==> config.mk <==
export PLATFORM = sky130hd
export DESIGN_NAME = mem_port_arbiter
export DESIGN_NICKNAME = d
export VERILOG_FILES = /design/src/rtl/mem_port_arbiter.sv
export SDC_FILE = /design/constraint.sdc
export NUM_CORES = 1
export LEC_CHECK = 0
export ABC_AREA = 1
export ABC_CLOCK_PERIOD_IN_PS = 11630
export BUFFER_PORTS_ARGS = -buffer_cell sky130_fd_sc_hd__buf_2
export CAP_MARGIN = 20
export CORE_UTILIZATION = 50
export DETAILED_ROUTE_END_ITERATION = 8
export GPL_TIMING_DRIVEN = 1
export PLACE_DENSITY = 0.85
export REMOVE_ABC_BUFFERS = 1
export SLEW_MARGIN = 20
export SYNTH_ARGS = -nofsm -noshare
export SYNTH_HDL_FRONTEND = slang
export SYNTH_SLANG_ARGS = --single-unit
==> constraint.sdc <==
create_clock -name clk -period 11.63 [get_ports clk]
set_clock_uncertainty 0.1 [all_clocks]
set_input_delay 0.5815 -clock clk [delete_from_list [all_inputs] [get_ports clk]]
set_output_delay 0.5815 -clock clk [all_outputs]
set_load 0.05 [all_outputs]
==> src/rtl/mem_port_arbiter.sv <==
// Arbitrates a single memory bus between instruction fetch and the memory stage.
// Data accesses win ties; a streak counter guarantees a waiting fetch is eventually served.
module mem_port_arbiter #(
   parameter int ADDR_W          = 32,
   parameter int DATA_W          = 32,
   parameter int MAX_DATA_STREAK = 4
) (
   input  logic                clk,
   input  logic                rst,
   input  logic                if_req,
   input  logic [ADDR_W-1:0]   if_addr,
   input  logic                if_kill,
   output logic [DATA_W-1:0]   if_rdata,
   output logic                if_valid,
   output logic                if_stall,
   input  logic                m_req,
   input  logic                m_we,
   input  logic [ADDR_W-1:0]   m_addr,
   input  logic [DATA_W-1:0]   m_wdata,
   input  logic [DATA_W/8-1:0] m_be,
   output logic [DATA_W-1:0]   m_rdata,
   output logic                m_valid,
   output logic                stall_mem,
   output logic                mem_req,
   output logic                mem_we,
   output logic [ADDR_W-1:0]   mem_addr,
   output logic [DATA_W-1:0]   mem_wdata,
   output logic [DATA_W/8-1:0] mem_be,
   input  logic                mem_ack,
   input  logic [DATA_W-1:0]   mem_rdata
);

   localparam int BE_W = DATA_W / 8;
   localparam logic [3:0] STREAK_MAX = 4'(MAX_DATA_STREAK);

   typedef enum logic [1:0] {IDLE, D_BUSY, I_BUSY, RESP} state_t;

   state_t              state_q, state_d;
   logic [3:0]          streak_q, streak_d;
   logic                kill_pend_q, kill_pend_d;
   logic                mem_req_q, mem_req_d;
   logic                mem_we_q, mem_we_d;
   logic [ADDR_W-1:0]   mem_addr_q, mem_addr_d;
   logic [DATA_W-1:0]   mem_wdata_q, mem_wdata_d;
   logic [BE_W-1:0]     mem_be_q, mem_be_d;
   logic                if_valid_q, if_valid_d;
   logic                m_valid_q, m_valid_d;
   logic [DATA_W-1:0]   if_rdata_q, if_rdata_d;
   logic [DATA_W-1:0]   m_rdata_q, m_rdata_d;

   always_ff @(posedge clk or posedge rst) begin
      if (rst) begin
         state_q     <= IDLE;
         streak_q    <= '0;
         kill_pend_q <= 1'b0;
         mem_req_q   <= 1'b0;
         mem_we_q    <= 1'b0;
         mem_addr_q  <= '0;
         mem_wdata_q <= '0;
         mem_be_q    <= '0;
         if_valid_q  <= 1'b0;
         m_valid_q   <= 1'b0;
         if_rdata_q  <= '0;
         m_rdata_q   <= '0;
      end else begin
         state_q     <= state_d;
         streak_q    <= streak_d;
         kill_pend_q <= kill_pend_d;
         mem_req_q   <= mem_req_d;
         mem_we_q    <= mem_we_d;
         mem_addr_q  <= mem_addr_d;
         mem_wdata_q <= mem_wdata_d;
         mem_be_q    <= mem_be_d;
         if_valid_q  <= if_valid_d;
         m_valid_q   <= m_valid_d;
         if_rdata_q  <= if_rdata_d;
         m_rdata_q   <= m_rdata_d;
      end
   end

   always_comb begin
      state_d     = state_q;
      streak_d    = streak_q;
      kill_pend_d = kill_pend_q;
      mem_req_d   = mem_req_q;
      mem_we_d    = mem_we_q;
      mem_addr_d  = mem_addr_q;
      mem_wdata_d = mem_wdata_q;
      mem_be_d    = mem_be_q;
      if_valid_d  = 1'b0;
      m_valid_d   = 1'b0;
      if_rdata_d  = if_rdata_q;
      m_rdata_d   = m_rdata_q;
      case (state_q)
         IDLE: begin
            kill_pend_d = 1'b0;
            if (m_req && (!if_req || streak_q < STREAK_MAX)) begin
               state_d     = D_BUSY;
               mem_req_d   = 1'b1;
               mem_we_d    = m_we;
               mem_addr_d  = m_addr;
               mem_wdata_d = m_wdata;
               mem_be_d    = m_be;
               if (!if_req) begin
                  streak_d = '0;
               end else if (streak_q < STREAK_MAX) begin
                  streak_d = streak_q + 4'd1;
               end
            end else if (if_req && !if_kill) begin
               state_d     = I_BUSY;
               mem_req_d   = 1'b1;
               mem_we_d    = 1'b0;
               mem_addr_d  = if_addr;
               mem_wdata_d = '0;
               mem_be_d    = '1;
               streak_d    = '0;
            end
         end
         D_BUSY, I_BUSY: begin
            if (state_q == I_BUSY && if_kill) begin
               kill_pend_d = 1'b1;
            end
            // The valid flop is loaded on the ack edge so the pulse lands in RESP.
            if (mem_ack) begin
               mem_req_d = 1'b0;
               state_d   = RESP;
               if (state_q == I_BUSY) begin
                  if_rdata_d = mem_rdata;
                  if_valid_d = !kill_pend_q && !if_kill;
               end else begin
                  m_valid_d = 1'b1;
                  if (!mem_we_q) begin
                     m_rdata_d = mem_rdata;
                  end
               end
            end
         end
         RESP: begin
            state_d = IDLE;
         end
         default: begin
            state_d = IDLE;
         end
      endcase
   end

   assign mem_req   = mem_req_q;
   assign mem_we    = mem_we_q;
   assign mem_addr  = mem_addr_q;
   assign mem_wdata = mem_wdata_q;
   assign mem_be    = mem_be_q;
   assign if_valid  = if_valid_q;
   assign m_valid   = m_valid_q;
   assign if_rdata  = if_rdata_q;
   assign m_rdata   = m_rdata_q;
   assign stall_mem = m_req & ~m_valid_q;
   assign if_stall  = if_req & ~if_valid_q;

endmodule

==> out/qor.tcl <==
set qor(detail_routed_via_count_per_cell) 4.86
set qor(dpl.hpwl_um) 10600
set qor(synth.yosys.warnings) 0
set qor(cell_area_after_layout_um2) 8010
set qor(gr-max-usage-layer) {met2}
set qor(route.antenna.remaining_nets) 0
set qor(power_mw) 2.83
set qor(crit_path_time_final_ns) 3.13
set qor(core-area_um2) 11500
set qor(synth_seq_cells) 143
set qor(num-fill-cells) 907
set qor(worst_reg_to_reg_path_cell_count) 7
set qor(cts_buffer_depth) 2
set qor(nNetsFinal) 1102
set qor(global_route.usage.total_pct) 25.6
set qor(synth_largest_type_area_fraction_pct) 60.4
set qor(clock_tree.root_cell) {sky130_fd_sc_hd__clkbuf_16}
set qor(worst_path_required_ns) 11.81
set qor(grt_pass1_vias) 5141
set qor(share_clk_of_total_power_pct) 20.2
set qor(edff_count_synth) 0
set qor(setup.worst_path.end_class) {register}
set qor(worst_setup_hold_path_clk_slew_ns) 0.05
set qor(worst_r2r_endpoint) {mem_wdata[31]}
set qor(floorplan_die_width_um) 111
set qor(post_cts.resized_instances) 0
set qor(wirelength_um) 15000
set qor(power.ir.vdd_worst_mv) 0.234
set qor(startpoint_to_endpoint_class_of_the_critical_path) {register to register}
set qor(drt_pass1_iterations) 5
set qor(placement.io_buffers) 276
set qor(worst_slew_pin_slew_ns) 1.03
set qor(hold_fix_buffer_count_after_cts) 0
set qor(detail_route.drc_violations) 0
set qor(relative_contribution_of_sequential_cells_to_total_power_pct) 29.5
set qor(first_iter_violations) 353
set qor(groute.layer.met2.usage_pct) 42.4
set qor(grt_first_pass_wirelength_um) 24800
set qor(critical_path.max_fanout) 49
set qor(cts_tree) {yes}
set qor(count_of_antenna_diodes_in_the_layout) 0
set qor(dpl_worst_slack_ns) 8.51
set qor(area.growth.synth_to_final_pct) 35.1
set qor(critical_path.startpoint_type) {register}
set qor(power.net_switching_mw) 1.44
set qor(cp_slowest_stage_delay_ns) 0.69
set qor(syn_avg_cell_area_um2) 8.48
set qor(die_h_um) 111
set qor(drv_cap) 0
set qor(max_freq_mhz) 319
set qor(finalSetupTns_ns) 0
set qor(pwr-share-comb_pct) 50.3
set qor(total_leakage_power_nw) 4.76
set qor(hold_violations) 0
set qor(dominant_cells_by_area_after_synthesis) {sky130_fd_sc_hd__dfrtp_1, sky130_fd_sc_hd__nand2_1, sky130_fd_sc_hd__o21ai_0, sky130_fd_sc_hd__inv_1, sky130_fd_sc_hd__nand3_1}
set qor(synthDominantAreaCellType) {sky130_fd_sc_hd__dfrtp_1}
set qor(initial_core_util_pct) 51.7
set qor(dominantRegCellSynth) {sky130_fd_sc_hd__dfrtp_1}
set qor(maxSlewViolCount) 0
set qor(io_pins) 277
set qor(yosysUniqueCellTypes) 20
set qor(crit_path_top_delay_cell) {sky130_fd_sc_hd__o21ai_4}
set qor(antenna_violations_before_repair) 0
set qor(seq_area_frac_synth_pct) 60.4
set qor(netlist_top_cells_count) {sky130_fd_sc_hd__nand2_1, sky130_fd_sc_hd__dfrtp_1, sky130_fd_sc_hd__inv_1, sky130_fd_sc_hd__o21ai_0, sky130_fd_sc_hd__nand3_1}
set qor(global_route.usage.met3_pct) 5.19
set qor(syn_area_um2) 5930
set qor(power_density_nw_per_um2) 354
set qor(syn_inst) 699
set qor(post_route_cells_drive_above_1_share_pct) 32.8
set qor(total_placed_instance_area_um2) 7370
set qor(global_route.usage.met1_pct) 32.1
set qor(slew-limit-headroom_pct) 30.9
set qor(grt_start_max_net_pins) 74
set qor(postLayoutSetupSlackWorst_ns) 8.50
set qor(post_drt_wl_per_cell_um) 13.5
set qor(worst_skew_pair.late_latency_ns) 0.41
set qor(r2r_setup_slack_ns) 8.50
set qor(critical_path_arrival_ns) 3.31
set qor(tritoncts.num_buffers) 17
set qor(final_min_period_over_clock_period_pct) 26.9
set qor(swShare_pct) 50.7
set qor(min-delay-path-class) {input port to async pin}
set qor(num_rows) 39
set qor(num_vias) 5422
set qor(most_common_cell_in_the_netlist) {sky130_fd_sc_hd__nand2_1}
set qor(internal_power_mw) 1.40
set qor(r2r-start) {streak_q[2]}
set qor(outcome) {completed}
set qor(timing.critical_path.cells) {o21ai_4 -> nand2_2 -> nand2_1 -> nand2_2 -> buf_4 -> nand2_1 -> o21ai_0}
set qor(gr-total-overflow) 0
set qor(h-tree-depth) 4
set qor(setup_repair_after_global_routing_missed_its_margin) {no}
set qor(async_reset_ff_share_pct) 100
set qor(finalSetupViolations) 0
set qor(finalWeightedCongestion) 0.838
set qor(cts_setup_buffers) 0
set qor(fp.dieArea_um2) 12300
set qor(cts.sinks) 143
cells in the final DEF (no fill, tap or decap):
master,synthesis,final
sky130_fd_sc_hd__or2_2,1,1
sky130_fd_sc_hd__dfrtp_1,143,143
sky130_fd_sc_hd__ha_1,3,3
sky130_fd_sc_hd__a21oi_1,4,4
sky130_fd_sc_hd__nor2_1,9,9
sky130_fd_sc_hd__xnor2_1,1,1
sky130_fd_sc_hd__nor3_1,1,1
sky130_fd_sc_hd__nand3_1,37,37
sky130_fd_sc_hd__inv_6,0,1
sky130_fd_sc_hd__a21oi_4,1,1
sky130_fd_sc_hd__clkinvlp_4,0,2
sky130_fd_sc_hd__buf_4,0,3
sky130_fd_sc_hd__o21ai_0,68,68
sky130_fd_sc_hd__buf_2,14,276
sky130_fd_sc_hd__or2_1,1,1
sky130_fd_sc_hd__bufinv_16,0,4
sky130_fd_sc_hd__clkinv_2,0,5
sky130_fd_sc_hd__nand2_2,1,4
sky130_fd_sc_hd__nand2_1,277,274
sky130_fd_sc_hd__o21ai_1,34,34
sky130_fd_sc_hd__clkbuf_16,0,17
sky130_fd_sc_hd__o21ai_4,1,1
sky130_fd_sc_hd__nand4_1,1,1
sky130_fd_sc_hd__clkbuf_8,0,4
sky130_fd_sc_hd__inv_1,79,78
routing by layer:
metal  share of wire (%)  wire length (µm)
met5                   0                 0
met4                 2.7               409
met3                 5.2               774
met1                  42              6350
met2                  50              7480
final cells by class:
class / count / area [µm²] / share of cell area [%]
multi-input combinational: 440 / 1910 / 23.8
clock inverter: 11 / 160 / 2.00
sequential: 143 / 3580 / 44.7
tap: 143 / 179 / 2.23
timing repair buffer: 279 / 1400 / 17.5
clock buffer: 21 / 480 / 6.00
inverter: 79 / 302 / 3.77
registers in the layout (all words and copies together) (netlist names):
register	cells
m_rdata	32
if_rdata	32
mem_we	1
streak_q	4
if_valid	1
state_q	2
mem_addr	32
mem_req	1
mem_wdata	32
mem_be	4
kill_pend_q	1
m_valid	1
power by group through the flow:
stage / Combinational, mW / Clock [mW] / Sequential, mW
after floorplan: 0.334 / 0 / 1.57
after global placement: 1.40 / 0 / 0.833
after detailed placement: 1.43 / 0 / 0.834
after CTS: 1.44 / 0.586 / 0.833
after global routing: 1.52 / 0.612 / 0.859
final: 1.43 / 0.574 / 0.835
critical path: cells and delay by family, from the launching register on:
kind	cells	cell delay [ns]
simple gates	4	1.27
compound gates	2	0.77
flops	1	0.43
buf+inv	1	0.41
cell families (layout without fill, tap and decap cells):
logic type / count (synthesis) / after routing / synth area share, %
AND/OR/NAND/NOR: 328 / 328 / 21.7
XOR/XNOR: 1 / 1 / 0.148
AO/OA/AOI/OAI: 108 / 108 / 9.50
flip-flops: 143 / 143 / 60.4
adder cells (fa/ha/maj): 3 / 3 / 0.633
buffers and inverters: 116 / 390 / 7.64
stage by stage:
| step | hold WS [ns] | utilization [%] | cells |
|---|---|---|---|
| floorplan | 0.302 | - | 662 |
| global placement | 0.326 | 64.3 | 1084 |
| detailed placement | 0.324 | 64.3 | 1084 |
| CTS | 0.173 | 69.8 | 1116 |
| global route | 0.186 | 69.8 | 1116 |
| finish | 0.156 | 69.8 | 1116 |
worst max path at each step:
stage | startpoint | endpoint | slack, ns | cells after the start
floorplan | rst | if_rdata[0] | 7.11 | 1
global placement | streak_q[2] | mem_wdata[31] | 8.63 | 7
detailed placement | streak_q[2] | mem_wdata[31] | 8.51 | 7
CTS | streak_q[2] | mem_wdata[31] | 8.49 | 7
global route | streak_q[2] | mem_wdata[31] | 8.13 | 7
finish | streak_q[2] | mem_wdata[31] | 8.50 | 7
Note: power is estimated with default switching activity, not from simulation.
